## config.mk

```make
export PLATFORM = sky130hd
export DESIGN_NAME = shift_add_mult_flat
export DESIGN_NICKNAME = d
export VERILOG_FILES = /design/src/rtl/shift_add_mult_pkg.sv /design/src/rtl/shift_add_mult_if.sv /design/src/rtl/shift_add_mult_step.sv /design/src/rtl/shift_add_mult.sv /design/src/flat_wrapper.sv
export SDC_FILE = /design/constraint.sdc
export NUM_CORES = 1
export LEC_CHECK = 0
export ABC_AREA = 1
export BUFFER_PORTS_ARGS = -buffer_cell sky130_fd_sc_hd__buf_4
export CAP_MARGIN = 20
export CELL_PAD_IN_SITES_DETAIL_PLACEMENT = 1
export CELL_PAD_IN_SITES_GLOBAL_PLACEMENT = 2
export CORE_MARGIN = 2
export CORE_UTILIZATION = 36
export CTS_CLUSTER_SIZE = 40
export DETAILED_ROUTE_END_ITERATION = 8
export PLACE_DENSITY = 0.89
export REMOVE_ABC_BUFFERS = 1
export SYNTH_ARGS = -nofsm -noshare
export SYNTH_HDL_FRONTEND = slang
export SYNTH_SLANG_ARGS = --single-unit
```

## constraint.sdc

```tcl
create_clock -name clk -period 3.9 [get_ports clk]
set_input_delay 0.585 -clock clk [delete_from_list [all_inputs] [get_ports clk]]
set_output_delay 0.585 -clock clk [all_outputs]
set_load 0.05 [all_outputs]
```

## src/rtl/shift_add_mult_pkg.sv

```systemverilog
// Shared types and build options for the shift-and-add multiplier.
// Define SHIFT_ADD_MULT_SIGNED_EN for the two's complement build.
package mult_pkg;

    localparam int NUM_BITS_DEF = 8;

    typedef enum logic [1:0] {IDLE, RUN, DONE} mult_state_t;

`ifdef SHIFT_ADD_MULT_SIGNED_EN
    localparam bit SIGNED_EN = 1'b1;
`else
    localparam bit SIGNED_EN = 1'b0;
`endif

endpackage

```

## src/rtl/shift_add_mult_if.sv

```systemverilog
// Start/busy/done handshake and operand/result bus of the multiplier.
interface shift_add_mult_if #(
    parameter int num_bits = mult_pkg::NUM_BITS_DEF
);
    logic                    start;
    logic [num_bits-1:0]     a;
    logic [num_bits-1:0]     b;
    logic                    busy;
    logic                    done;
    logic [2*num_bits-1:0]   product;

    modport master (output start, a, b, input busy, done, product);
    modport slave  (input start, a, b, output busy, done, product);
endinterface

```

## src/rtl/shift_add_mult_step.sv

```systemverilog
// One combinational shift-and-add step: next {acc_hi,mplr} from the current one.
// SHIFT_ADD_MULT_SIGNED_EN selects sign extension, arithmetic shift and final-step subtract.
module shift_add_step
    import mult_pkg::*;
#(
    parameter int num_bits = NUM_BITS_DEF
) (
    input  logic [num_bits:0]   acc_hi,
    input  logic [num_bits-1:0] mplr,
    input  logic [num_bits-1:0] mcand,
    input  logic                last,
    output logic [num_bits:0]   acc_hi_nxt,
    output logic [num_bits-1:0] mplr_nxt
);
    logic [num_bits:0] addend;
    logic [num_bits:0] sum;

    always_comb begin
        addend = {SIGNED_EN & mcand[num_bits-1], mcand};
        // The multiplier MSB carries negative weight in the signed build
        if (!mplr[0])
            sum = acc_hi;
        else if (SIGNED_EN && last)
            sum = acc_hi - addend;
        else
            sum = acc_hi + addend;
        acc_hi_nxt = {SIGNED_EN & sum[num_bits], sum[num_bits:1]};
        mplr_nxt   = {sum[0], mplr[num_bits-1:1]};
    end

endmodule

```

## src/rtl/shift_add_mult.sv

```systemverilog
// Sequential shift-and-add multiplier: one multiplier bit per clock, 2*num_bits product.
// Signed operation is selected at build time by SHIFT_ADD_MULT_SIGNED_EN.
module shift_add_mult
    import mult_pkg::*;
#(
    parameter int num_bits = NUM_BITS_DEF
) (
    input  logic           clk,
    input  logic           reset,
    shift_add_mult_if.slave bus
);
    localparam int             CW       = $clog2(num_bits + 1);
    localparam logic [CW-1:0]  LAST_CNT = CW'(num_bits - 1);

    mult_state_t          state;
    logic [CW-1:0]        cnt;
    logic [num_bits:0]    acc_hi;
    logic [num_bits:0]    acc_hi_nxt;
    logic [num_bits-1:0]  mcand;
    logic [num_bits-1:0]  mplr;
    logic [num_bits-1:0]  mplr_nxt;
    logic                 last;

    assign last = (cnt == LAST_CNT);

    shift_add_step #(.num_bits(num_bits)) u_step (
        .acc_hi     (acc_hi),
        .mplr       (mplr),
        .mcand      (mcand),
        .last       (last),
        .acc_hi_nxt (acc_hi_nxt),
        .mplr_nxt   (mplr_nxt)
    );

    always_ff @(posedge clk or negedge reset) begin
        if (!reset) begin
            state       <= IDLE;
            cnt         <= '0;
            acc_hi      <= '0;
            mcand       <= '0;
            mplr        <= '0;
            bus.busy    <= 1'b0;
            bus.done    <= 1'b0;
            bus.product <= '0;
        end else begin
            case (state)
                IDLE, DONE: begin
                    bus.done <= 1'b0;
                    if (bus.start) begin
                        state    <= RUN;
                        bus.busy <= 1'b1;
                        mcand    <= bus.a;
                        mplr     <= bus.b;
                        acc_hi   <= '0;
                        cnt      <= '0;
                    end else begin
                        state    <= IDLE;
                        bus.busy <= 1'b0;
                    end
                end
                RUN: begin
                    acc_hi <= acc_hi_nxt;
                    mplr   <= mplr_nxt;
                    cnt    <= cnt + CW'(1);
                    // Product is taken from the step output so done and result line up
                    if (last) begin
                        state       <= DONE;
                        bus.busy    <= 1'b0;
                        bus.done    <= 1'b1;
                        bus.product <= {acc_hi_nxt[num_bits-1:0], mplr_nxt};
                    end
                end
                default: state <= IDLE;
            endcase
        end
    end

endmodule

```

## src/flat_wrapper.sv

```systemverilog
// flat-port wrapper written by rule: the top's interface ports become plain ports
module shift_add_mult_flat import mult_pkg::*;
#(
    parameter int num_bits = NUM_BITS_DEF
)
  (clk, reset, bus_start, bus_a, bus_b, bus_busy, bus_done, bus_product);
  shift_add_mult_if #(.num_bits(num_bits)) bus_i ();
  input  logic clk;
  input  logic reset;
  input wire logic [$bits(bus_i.start)-1:0] bus_start;
  input wire logic [$bits(bus_i.a)-1:0] bus_a;
  input wire logic [$bits(bus_i.b)-1:0] bus_b;
  output wire logic [$bits(bus_i.busy)-1:0] bus_busy;
  output wire logic [$bits(bus_i.done)-1:0] bus_done;
  output wire logic [$bits(bus_i.product)-1:0] bus_product;
  assign bus_i.start = bus_start;
  assign bus_i.a = bus_a;
  assign bus_i.b = bus_b;
  assign bus_busy = bus_i.busy;
  assign bus_done = bus_i.done;
  assign bus_product = bus_i.product;
  shift_add_mult #(.num_bits(num_bits)) u_core (.clk(clk), .reset(reset), .bus(bus_i));
endmodule
```

==> flow_metrics.tcl <==
set metrics [dict create \
    leakagePower_uw 0.001449 \
    slowest_stage "dfrtp_1" \
    synthDistinctLibCells 25 \
    setup_violations 0 \
    antenna_found_initial 0 \
    powerDensity_nw_per_um2 981.3 \
    drcViolationCount 0 \
    grt_overflow_total 0 \
    internal_power_uw 1360 \
    switchingPower_uw 1313 \
    layout_min_cycle_time_ps 1843 \
    drive_gt1_frac 0.1863 \
    r2r_start "u_core.mcand[0]" \
    placed_area_um2 2630 \
    die-width_um 84.21 \
    die_area_um2 7090 \
    grt_setup_unrepaired "no" \
    avgSynthCellArea_um2 8.578 \
    fin_util 0.4339 \
    die_y_um 84.21 \
    hold_violations 0 \
    nNetsFinal 334 \
    cp_max_fo 3 \
    drt_iter0_drc 82 \
    viasPerCell 4.932 \
    relSlewSlack 0.5943 \
    grt.total_usage 0.1708 \
    ioPinCount 37 \
    grt_pass1_wl_mm 9.591 \
    post-dp-hpwl_mm 3.997 \
    num_rows 29 \
    clock_skew_ps 10.45 \
    status "finished clean" \
    hold_buffers 0 \
    reg2reg_depth 10 \
    path_cells "ha_1 > fa_1 > nand2_1 > nand2_1 > nand3b_1 > nand2_1 > nand2_1 > nand3_1 > nand3_1 > nand2_1" \
    cap_violations 0 \
    cts_resized 0 \
    syn_area_um2 2316 \
    via_count 1889 \
    cts_num_sinks 48 \
    multi_input_area_um2 967.2 \
    vdd_drop_max_v 0.0003263 \
    start_kind "register" \
    diodes 0 \
    wirelength_mm 5.652 \
    clkPwrFrac 0.116 \
    h-tree-depth 2 \
    ys_ff_latch 48 \
    crit_top_cell "nand2_1" \
    grt_max_degree 49 \
    hold_path.class "in -> async" \
    crit_path_start "u_core.mcand[0]" \
    worst_pin_slew_ps 608.6 \
    first_pass_iters 4 \
    portBuffers 36 \
    r2r-end "u_core.acc_hi[5]" \
    final_area_um2 2724 \
    postCtsSetupRepairBufs 0 \
    layout.cells.non_filler 383 \
    netlist_instances 270 \
    area_delta_synth_final_pct 17.61 \
    fill_cells 773 \
    clk_pin_slew_worst_paths_ps 90 \
    drv_slew 0 \
    tritoncts "yes" \
    critPathCapture "u_core.acc_hi[5]" \
    seq_area_frac_synth 0.5186 \
    min_period_over_period 0.4725 \
    seq_power_share 0.336 \
    seqCellArea_um2 1201 \
    placed_cells 375 \
    combPwrFrac 0.548 \
    grt_pass1_vias 1984 \
    drtAntennaViolNets 0 \
    gp_congestion 0.7717 \
    required_ps 4100 \
    cts_buffers 5 \
    whs_ps 287.0 \
    worstPathArrival_ps 2040 \
    path_class "reg -> reg" \
    fmax_mhz 542.6 \
    clk_latency_ps 300 \
    cpPeakStageDelay_ps 390 \
    start_util 0.3689 \
    coreArea_um2 6277 \
    yosysWarnings 0 \
    cp-end-kind "register" \
    switching_share 0.4911 \
    setup_tns_ps 0 \
    cts_root_buf "clkbuf_8" \
    wire_per_inst_um 14.76 \
    cts_buffer_depth 2 \
    r2r_slack_ps 2060 \
]
[layer usage]
layer	part of all wire	track usage
met1	0.49	0.2332
met2	0.46	0.2727
met3	0.027	0.03245
met4	0.017	0.06158
met5	0	0
[layout make-up]
| cell class | count | area share |
|---|---|---|
| repair buffers | 36 | 0.09922 |
| inverters | 25 | 0.03491 |
| multi-input cells | 189 | 0.3551 |
| flip-flops and latches | 48 | 0.4410 |
| clock buffers | 7 | 0.03170 |
| well taps | 77 | 0.03537 |
| clock inverters | 1 | 0.002756 |
[cells by family (layout without fill, tap and decap cells)]
family,Yosys count,in the layout,synth area share
AO/OA/AOI/OAI,35,35,0.1010
adder cells (fa/ha/maj),10,10,0.05727
buffers and inverters,33,69,0.06374
flip-flops,48,48,0.5186
AND/OR/NAND/NOR,144,144,0.2593
[critical path, delay by kind of cell (launching register included)]
family                     cells  cell delay (ps)
and+or+nand+nor                8              730
adders and majority gates      2              610
DFF                            1              390
[metrics by stage]
| stage | worst slack, ps | total power, µW |
|---|---|---|
| finish | 2057 | 2673 |
| global route | 1825 | 2917 |
| CTS | 2036 | 2708 |
| detailed placement | 1899 | 2382 |
| global placement | 1930 | 2333 |
| floorplan | 2281 | 1942 |
[power groups by stage]
stage	Sequential (µW)	Combinational [µW]	Clock (µW)
floorplan	1170	776	0
global placement	897	1440	0
detailed placement	906	1480	0
global route	928	1650	340
CTS	898	1490	324
finish	897	1470	310
[cell usage in the layout (no fill, tap or decap), types with 3 or more instances in the layout]
cell type,Yosys,layout
nand2_1,106,106
dfrtp_1,48,48
buf_4,1,36
inv_1,23,23
nand3_1,21,21
o21ai_0,9,9
ha_1,9,9
nor2_1,8,8
o221ai_1,7,7
o21ai_2,7,7
a21oi_1,6,6
clkbuf_8,0,6
o21ai_1,4,4
or2_2,3,3
nand3b_1,3,3
[registers in the layout, indices dropped and copies added (netlist names)]
register and count:
u_core.bus.done 1, u_core.state 2, u_core.cnt 4, u_core.mcand 8, u_core.mplr 8, u_core.bus.product 16, u_core.bus.busy 1, u_core.acc_hi 8
[worst min path at each step]
| stage | from | end | cells past startpoint |
|---|---|---|---|
| 2_1_floorplan | reset | u_core.acc_hi[0] | 0 |
| 3_3_place_gp | u_core.cnt[3] | u_core.cnt[3] | 1 |
| 3_5_place_dp | u_core.bus.product[13] | u_core.bus.product[13] | 2 |
| 4_1_cts | reset | u_core.bus.product[4] | 1 |
| 5_1_grt | reset | u_core.bus.product[4] | 1 |
| 6_report | reset | u_core.bus.product[4] | 1 |
[cell usage after synthesis]
| cell type | count | area, µm² |
|---|---|---|
| nand2_1 | 106 | 397.9 |
| dfrtp_1 | 48 | 1201 |
| inv_1 | 23 | 86.33 |
| nand3_1 | 21 | 105.1 |
| ha_1 | 9 | 112.6 |
| o21ai_0 | 9 | 45.04 |
| nor2_1 | 8 | 30.03 |
| o21ai_2 | 7 | 61.31 |
| o221ai_1 | 7 | 61.31 |
| a21oi_1 | 6 | 30.03 |
| o21ai_1 | 4 | 20.02 |
| buf_2 | 3 | 15.01 |
| nand3b_1 | 3 | 22.52 |
| or2_2 | 3 | 18.77 |
| buf_6 | 2 | 22.52 |
| clkbuf_1 | 2 | 7.510 |
| a22o_1 | 1 | 8.760 |
| buf_4 | 1 | 7.510 |
| clkinv_2 | 1 | 5.000 |
| fa_1 | 1 | 20.02 |
| inv_2 | 1 | 3.750 |
| nand2_4 | 1 | 11.26 |
| o211ai_1 | 1 | 7.510 |
| or2_1 | 1 | 6.260 |
| or2_4 | 1 | 8.760 |
No activity file was read; power rests on OpenSTA's default activity.
